`src/rtl/video_grid_capture.sv`:
```
// rtl/video_grid_capture.sv - samples one pixel per cell of each video frame into an on/off grid
module video_grid_capture #(
  parameter int P_PARAM_N   = 32,
  parameter int P_PARAM_M   = 24,
  parameter int P_H_ACTIVE  = 1024,
  parameter int P_V_ACTIVE  = 768,
  parameter bit P_HSYNC_POL = 1'b1,
  parameter bit P_VSYNC_POL = 1'b1,
  parameter int P_LUMA_TH   = 384
) (
  input  logic                           clk,
  input  logic                           rst_n,
  input  logic [7:0]                     video_red,
  input  logic [7:0]                     video_green,
  input  logic [7:0]                     video_blue,
  input  logic                           video_hsync,
  input  logic                           video_vsync,
  input  logic                           video_de,
  output logic [P_PARAM_N*P_PARAM_M-1:0] grid_out,
  output logic                           grid_valid,
  output logic                           frame_error,
  output logic [15:0]                    frame_count
);

  localparam int CELL_W = P_H_ACTIVE / P_PARAM_N;
  localparam int CELL_H = P_V_ACTIVE / P_PARAM_M;
  localparam int CELLS  = P_PARAM_N * P_PARAM_M;
  localparam int XW     = $clog2(P_H_ACTIVE + 2);
  localparam int YW     = $clog2(P_V_ACTIVE + 2);
  localparam int IW     = (CELLS > 1) ? $clog2(CELLS) : 1;

  // Counters saturate one past the legal maximum so an over-long line or
  // frame stays detectable without wrapping back into range.
  localparam logic [XW-1:0] X_FULL  = XW'(P_H_ACTIVE);
  localparam logic [XW-1:0] X_SAT   = XW'(P_H_ACTIVE + 1);
  localparam logic [YW-1:0] Y_FULL  = YW'(P_V_ACTIVE);
  localparam logic [YW-1:0] Y_SAT   = YW'(P_V_ACTIVE + 1);
  localparam logic [9:0]    LUMA_TH = 10'(P_LUMA_TH);

  typedef enum logic [1:0] {
    ST_WAIT_SYNC,
    ST_ACTIVE,
    ST_COMMIT
  } state_t;

  // Registered copies of the pins; sync levels are stored as "asserted" flags
  logic [7:0] red_q, green_q, blue_q;
  logic       hs_act_q, vs_act_q, de_q;
  logic       vs_prev_q, de_prev_q;

  state_t          state_q, state_d;
  logic [XW-1:0]   x_q, x_d;
  logic [YW-1:0]   y_q, y_d;
  logic            err_q, err_d;
  logic [CELLS-1:0] shadow_q, shadow_d;
  logic [CELLS-1:0] grid_q, grid_d;
  logic            grid_valid_q, grid_valid_d;
  logic            frame_error_q, frame_error_d;
  logic [15:0]     frame_count_q, frame_count_d;

  logic            vs_rise, de_rise, de_fall;
  logic [XW-1:0]   px;
  logic [9:0]      luma;
  logic            alive;
  logic            sample_hit;
  logic [IW-1:0]   cell_idx;

  // Horizontal sync carries no information this block needs
  logic unused_hsync;
  assign unused_hsync = hs_act_q;

  // Input capture stage plus one-cycle history for edge detection
  always_ff @(posedge clk or negedge rst_n) begin
    if (!rst_n) begin
      red_q     <= '0;
      green_q   <= '0;
      blue_q    <= '0;
      hs_act_q  <= 1'b0;
      vs_act_q  <= 1'b0;
      de_q      <= 1'b0;
      vs_prev_q <= 1'b0;
      de_prev_q <= 1'b0;
    end else begin
      red_q     <= video_red;
      green_q   <= video_green;
      blue_q    <= video_blue;
      hs_act_q  <= (video_hsync == P_HSYNC_POL);
      vs_act_q  <= (video_vsync == P_VSYNC_POL);
      de_q      <= video_de;
      vs_prev_q <= vs_act_q;
      de_prev_q <= de_q;
    end
  end

  // Edge detection, pixel position within the line and sample-point decode
  always_comb begin
    vs_rise    = vs_act_q & ~vs_prev_q;
    de_rise    = de_q & ~de_prev_q;
    de_fall    = ~de_q & de_prev_q;
    px         = de_rise ? '0 : x_q;
    luma       = {2'b00, red_q} + {2'b00, green_q} + {2'b00, blue_q};
    alive      = (luma >= LUMA_TH);
    sample_hit = de_q && (px < X_FULL) && (y_q < Y_FULL)
                 && ((int'(px) % CELL_W) == (CELL_W / 2))
                 && ((int'(y_q) % CELL_H) == (CELL_H / 2));
    cell_idx   = IW'((int'(y_q) / CELL_H) * P_PARAM_N + int'(px) / CELL_W);
  end

  // Frame FSM: counts lines/pixels, fills the shadow grid, commits on vsync
  always_comb begin
    state_d       = state_q;
    x_d           = x_q;
    y_d           = y_q;
    err_d         = err_q;
    shadow_d      = shadow_q;
    grid_d        = grid_q;
    grid_valid_d  = 1'b0;
    frame_error_d = 1'b0;
    frame_count_d = frame_count_q;

    case (state_q)
      ST_WAIT_SYNC: begin
        if (vs_rise) begin
          state_d = ST_ACTIVE;
          x_d     = '0;
          y_d     = '0;
          err_d   = 1'b0;
        end
      end

      ST_ACTIVE: begin
        if (de_q) begin
          x_d = (px != X_SAT) ? px + XW'(1) : px;
          if (vs_act_q) begin
            err_d = 1'b1;
          end
          if (sample_hit) begin
            shadow_d[cell_idx] = alive;
          end
        end
        if (de_fall) begin
          if (x_q != X_FULL) begin
            err_d = 1'b1;
          end
          if (y_q >= Y_FULL) begin
            err_d = 1'b1;
          end
          if (y_q != Y_SAT) begin
            y_d = y_q + YW'(1);
          end
        end
        if (vs_rise) begin
          state_d = ST_COMMIT;
        end
      end

      ST_COMMIT: begin
        if ((y_q == Y_FULL) && !err_q) begin
          grid_d        = shadow_q;
          grid_valid_d  = 1'b1;
          frame_count_d = frame_count_q + 16'd1;
        end else begin
          frame_error_d = 1'b1;
        end
        state_d = ST_ACTIVE;
        x_d     = '0;
        y_d     = '0;
        err_d   = 1'b0;
      end

      default: begin
        state_d = ST_WAIT_SYNC;
      end
    endcase
  end

  // State and datapath registers
  always_ff @(posedge clk or negedge rst_n) begin
    if (!rst_n) begin
      state_q       <= ST_WAIT_SYNC;
      x_q           <= '0;
      y_q           <= '0;
      err_q         <= 1'b0;
      shadow_q      <= '0;
      grid_q        <= '0;
      grid_valid_q  <= 1'b0;
      frame_error_q <= 1'b0;
      frame_count_q <= '0;
    end else begin
      state_q       <= state_d;
      x_q           <= x_d;
      y_q           <= y_d;
      err_q         <= err_d;
      shadow_q      <= shadow_d;
      grid_q        <= grid_d;
      grid_valid_q  <= grid_valid_d;
      frame_error_q <= frame_error_d;
      frame_count_q <= frame_count_d;
    end
  end

  assign grid_out    = grid_q;
  assign grid_valid  = grid_valid_q;
  assign frame_error = frame_error_q;
  assign frame_count = frame_count_q;

endmodule

```
`config.mk`:
```
export PLATFORM = sky130hd
export DESIGN_NAME = video_grid_capture
export DESIGN_NICKNAME = d
export VERILOG_FILES = /design/src/rtl/video_grid_capture.sv
export SDC_FILE = /design/constraint.sdc
export NUM_CORES = 2
export LEC_CHECK = 0
export BUFFER_PORTS_ARGS = -buffer_cell sky130_fd_sc_hd__buf_4
export CAP_MARGIN = 25
export CORE_ASPECT_RATIO = 1.75
export CORE_MARGIN = 1.5
export CORE_UTILIZATION = 53
export CTS_CLUSTER_DIAMETER = 60
export DETAILED_ROUTE_END_ITERATION = 8
export PLACE_DENSITY_LB_ADDON = 0.05
export SLEW_MARGIN = 30
export SYNTH_ARGS = -nofsm -noshare
export SYNTH_HDL_FRONTEND = slang
export SYNTH_SLANG_ARGS = --single-unit
```
`constraint.sdc`:
```
create_clock -name clk -period 3.8 [get_ports clk]
set_input_delay 0.19 -clock clk [delete_from_list [all_inputs] [get_ports clk]]
set_output_delay 0.19 -clock clk [all_outputs]
set_load 0.01 [all_outputs]
```
Yosys cells after proc, flatten, opt, wreduce, memory -nomap -nowiden
Cells that the tools add are included.
{"block": "word_totals", "register_bits": 1606, "inputBits": 29, "output_inout_bits": 786, "word_cells": 88}
{"block": "classes", "n_addsub": 6, "n_lt_le_gt_ge": 6, "eq_ne": 13, "n_mux": 26, "bitwise_logic": 6, "reduce_logical": 15}
{"op": "$bwmux 768", "count": 1}
{"op": "$mux 11", "count": 4}
{"op": "$pmux 11 s3", "count": 1}
{"op": "$mux 10", "count": 3}
{"op": "$pmux 10 s3", "count": 1}
{"op": "$ne 11x11->1 const B", "count": 2}
{"op": "$add 16x1->16 const B", "count": 1}
{"op": "$add 11x1->11 const B", "count": 1}
{"op": "$lt 10x11->1 const B", "count": 1}
{"op": "$lt 11x11->1 const B", "count": 1}
{"op": "$mux 1", "count": 11}
{"op": "$add 10x1->10 const B", "count": 1}
{"op": "$add 10x6->10", "count": 1}
{"op": "$add 9x8->10", "count": 1}
{"op": "$demux 1 s10", "count": 1}
{"op": "$eq 10x10->1 const B", "count": 1}
{"op": "$eq 5x5->1 const B", "count": 2}
{"op": "$ge 10x1->1 const B", "count": 1}
{"op": "$ge 10x10->1 const B", "count": 1}
{"op": "$ge 10x9->1 const B", "count": 1}
{"op": "$lt 10x10->1 const B", "count": 1}
{"op": "$ne 10x10->1 const B", "count": 1}
{"op": "$ne 2x2->1 const B", "count": 5}
{"op": "$add 8x8->9", "count": 1}
{"op": "other kinds (14)", "count": 27}

Depth between registers and ports, before layout
{"block": "depth", "depth_word": 9, "ltp_mapped": 13, "ltp_nobuf": 10}

Worst setup path before layout
No wires, ideal clock.
{"block": "synth_path", "path_type": "reg2reg", "from": "register red_q[1]", "to": "register shadow_q[110]", "setup_time_ns": 0.134, "arrival_ns": 2.993, "required_time_ns": 3.666, "path_slack_ns": 0.673, "path_stages_with_launch": 12, "n_path_buf": 3, "period_less_slack_ns": 3.127, "cell_sequence": "dfrtp_1 > fa_1 > ha_1 > fa_1 > a21o_1 > a221oi_2 > o22ai_1 > a2111oi_2 > buf_2 > buf_2 > buf_2 > o31ai_1"}
{"block": "synth_between", "elab_chain_len": 4}
{"item": "from (decl)", "line": "47", "rtl": "logic [7:0] red_q, green_q, blue_q;"}
{"item": "from (signal assigned)", "line": "84", "rtl": "red_q <= video_red;"}
{"item": "$add 8x8->9", "line": "101", "rtl": "luma = {2'b00, red_q} + {2'b00, green_q} + {2'b00, blue_q};"}
{"item": "$add 9x8->10", "line": "101"}
{"item": "$ge 10x9->1", "line": "102", "rtl": "alive = (luma >= LUMA_TH);"}
{"item": "$bwmux 768", "line": "138", "rtl": "shadow_d[cell_idx] = alive;"}
{"item": "to (signal assigned)", "line": "194", "rtl": "shadow_q <= shadow_d;"}
{"item": "to (decl)", "line": "55", "rtl": "logic [CELLS-1:0] shadow_q, shadow_d;"}
No other way between the ends.
A chain may end at the register's enable or synchronous reset.

Final worst setup path
{"block": "layout_path", "from": "register red_q[1]", "to": "register shadow_q[556]"}
The elaborated chain is that of the path after synthesis.

==> results.sh <==
export IMPL_status="finished clean"
export IMPL_route_detailed_wl_per_inst_um=23.8
export IMPL_die_area_sq_mm=0.124
export IMPL_ant_nets=0
export IMPL_placed_area_sq_mm=0.0719
export IMPL_ios=815
export IMPL_fin_area_sq_mm=0.0771
export IMPL_via_per_inst=5.88
export IMPL_clock_sinks=1606
export IMPL_synth_top_family_by_area="compound AO/OA/AOI/OAI gates"
export IMPL_clkTransAtPathRegs_ns=0.06
export IMPL_coreArea_sq_mm=0.121
export IMPL_grt_usage_pct=33.4
export IMPL_synth_seq_cells=1606
export IMPL_die_width_um=267
export IMPL_htreeDepth=4
export IMPL_area_growth_pct=19.6
export IMPL_fmax_mhz=275
export IMPL_peakVddDrop_mv=0.391
export IMPL_synth_compound_area_share_pct=16.5
export IMPL_cts_tree="done"
export IMPL_synthAdderAreaFrac_pct=0.590
export IMPL_critPathKind="flop to flop"
export IMPL_fillers=10046
export IMPL_synth_most_common_cell="nand2_1"
export IMPL_start_kind="flop"
export IMPL_dp_slack_ns=0.160
export IMPL_setup_slack_ns=0.160
export IMPL_grtUsageMet2_pct=50.6
export IMPL_grt_max_degree=154
export IMPL_holdPathEnd="blue_q[5]$_DFF_PN0_"
export IMPL_tightest_slew_ns=0.950
export IMPL_synthXorXnorAreaFrac_pct=0.367
export IMPL_area_sequential_sq_mm=0.0402
export IMPL_worst_setup_path_end_kind="flop"
export IMPL_grt_pass1_wl_um=313000
export IMPL_final_nets=7002
export IMPL_grt_setup_unrepaired="false"
export IMPL_drt_iter0_drc=5091
export IMPL_yosys_top_cells_area="dfrtp_1, nand2_1, o31ai_1"
export IMPL_initial_core_util_pct=53.3
export IMPL_port_buffers=813
export IMPL_multiInputGateArea_sq_mm=0.0213
export IMPL_post_route_period_util_pct=95.8
export IMPL_hold_path_cell_count=2
export IMPL_yosys_most_used_dff="dfrtp_1"
export IMPL_netlist_area_sq_mm=0.0645
export IMPL_drc=0
export IMPL_vias=51104
export IMPL_finalSetupViolCount=0
export IMPL_fin_crit_ns=3.64
export IMPL_p_leak_nw=39.5
export IMPL_seq_area_frac_synth_pct=62.3
export IMPL_grt_pass1_vias=48939
export IMPL_use_met3_pct=6.49
export IMPL_fin_skew_ns=0.0250
export IMPL_finalSetupTns_ns=0
export IMPL_hold_viol=0
export IMPL_maxSlewViolCount=0
export IMPL_hp_class="input pin to flop"
export IMPL_use_met1_pct=48.8
export IMPL_min_from="video_blue[5]"
export IMPL_cts_buffer_depth=3
export IMPL_r2r_end="shadow_q[556]$_DFFE_PN0P_"
export IMPL_ys_types=70
export IMPL_cts_buffers=146
export IMPL_antenna_found_initial=1
export IMPL_synth_warnings=0
export IMPL_synthSimpleGateAreaFrac_pct=15.2
export IMPL_post_route_util_pct=63.8
export IMPL_row_count=169
export IMPL_dp_hpwl_um=129000
export IMPL_syn_inst=6392
export IMPL_max_slew_margin_pct=36.4
export IMPL_netlist_top_cell_by_area="dfrtp_1"
export IMPL_worstPathMaxFanout=51
export IMPL_totalWireLength_um=207000
export IMPL_r2r_slack_ns=0.16
export IMPL_synth_top_area_share_pct=62.3
export IMPL_cap_viol_max_count=0
export IMPL_synth_edf_count=0
export IMPL_synthesis_nets=6446
export IMPL_gr_max_usage_layer="met2"
export IMPL_required_ns=4.44
export IMPL_die_h_um=464
export IMPL_synth_commonest_cells="nand2_1, dfrtp_1, o31ai_1, o21ai_0, clkbuf_1"
export IMPL_routabilityCongestion=0.850
export IMPL_reg2regPathDepth=11
export IMPL_clock_latency_ns=0.79
export IMPL_muxShareOfSynthArea_pct=0.0310
export IMPL_powerDensity_mw_per_mm2=445
export IMPL_cts_root_buf="clkbuf_16"
export IMPL_drt_pass1_iter_count=6
export IMPL_avgSynthCellArea_sq_um=10.1
export IMPL_overflow=0
export IMPL_synthArstFlopShare_pct=100
export IMPL_cp_arrival_ns=4.28
export IMPL_drive_above_1_share_pct=18.2
export IMPL_r2r_start="red_q[1]$_DFF_PN0_"
==> layout by cell type (no fill, tap or decap), drive strengths merged, types with 5 or more instances in the layout <==
cell / instances
and3: 8
clkbuf: 212
o31ai: 1025
or2: 5
nand4: 42
ha: 16
buf: 1002
nor4: 6
nor3: 12
nor2b: 5
inv: 30
nor2: 19
nor4b: 5
clkinvlp: 5
fa: 9
o21ai: 530
xor2: 15
nand2: 2338
dfrtp: 1606
xnor2: 12
nand2b: 16
dlygate4sd3: 28
nand3: 15
bufinv: 7
a21oi: 7
or3: 5
clkinv: 30
==> layout make-up <==
cell class | instances | area share [%]
antenna | 2 | 0.00649
clock buffer | 212 | 5.58
clock inverter | 51 | 0.686
inverter | 21 | 0.102
multi-input combinational | 4143 | 27.7
sequential | 1606 | 52.1
tap | 1624 | 2.63
timing repair buffer | 1030 | 11.2
==> critical path, cell delays in order (launching register included) <==
cell	delay (ns)
dfrtp_1	0.39
fa_1	0.49
ha_1	0.26
fa_1	0.37
a21o_1	0.25
a221oi_4	0.32
o22ai_1	0.17
a2111oi_4	0.32
buf_4	0.22
buf_12	0.22
buf_16	0.26
o31ai_1	0.13
==> cell families after synthesis <==
kind of cell             after synthesis
multiplexers                           2
buffers and inverters                643
flip-flops                          1606
adder cells (fa/ha/maj)               25
AND/OR/NAND/NOR                     2496
AO/OA/AOI/OAI                       1593
XOR/XNOR                              27
==> sequential cells by signal, summed over array words and instances, names as in the netlist <==
signal,cells
vs_act_q,1
err_q,1
shadow_q,768
de_prev_q,1
state_q,2
de_q,1
blue_q,8
grid_valid,1
y_q,10
grid_out,768
frame_error,1
x_q,11
vs_prev_q,1
red_q,8
frame_count,16
green_q,8
==> how the worst max path moves through the flow <==
stage | from | slack [ns] | to
after floorplan | red_q[1]$_DFF_PN0_ | 0.67 | shadow_q[110]$_DFFE_PN0P_
after global placement | red_q[1]$_DFF_PN0_ | 0.25 | shadow_q[459]$_DFFE_PN0P_
after detailed placement | red_q[1]$_DFF_PN0_ | 0.16 | shadow_q[581]$_DFFE_PN0P_
after CTS | red_q[1]$_DFF_PN0_ | 0.15 | shadow_q[556]$_DFFE_PN0P_
after global routing | de_prev_q$_DFF_PN0_ | 0.006 | shadow_q[657]$_DFFE_PN0P_
final | red_q[1]$_DFF_PN0_ | 0.16 | shadow_q[556]$_DFFE_PN0P_
==> layer usage <==
| metal | share of wire [%] | vias up |
|---|---|---|
| met5 | 0 | - |
| met2 | 45 | 2260 |
| li1 | - | 22909 |
| met4 | 2.9 | 0 |
| met1 | 43 | 25632 |
| met3 | 8.5 | 303 |
==> power by group <==
part	switching [mW]	internal (mW)	leakage [nW]
clock	6.63	8.40	2.39
sequential	0.0695	17.1	22.4
combinational	1.58	0.519	14.8
==> per-stage QoR <==
stage / total power [mW] / instances / hold WS, ns
6_report: 34.3 / 8689 / 0.0614
4_1_cts: 34.6 / 8680 / 0.0141
3_5_place_dp: 19.6 / 8390 / 0.264
5_1_grt: 35.4 / 8688 / 0.0407
3_3_place_gp: 19.6 / 8390 / 0.262
2_1_floorplan: 18.6 / 6392 / -0.106
==> timing repair <==
item | in CTS | in global routing
endpoints found under the hold margin | 142 | 24
setup buffers | 0 | 5
hold buffers | 27 | 1
endpoints found under the setup margin | 0 | 146
resized for setup | 0 | 4
(Power assumes the default switching activity.)
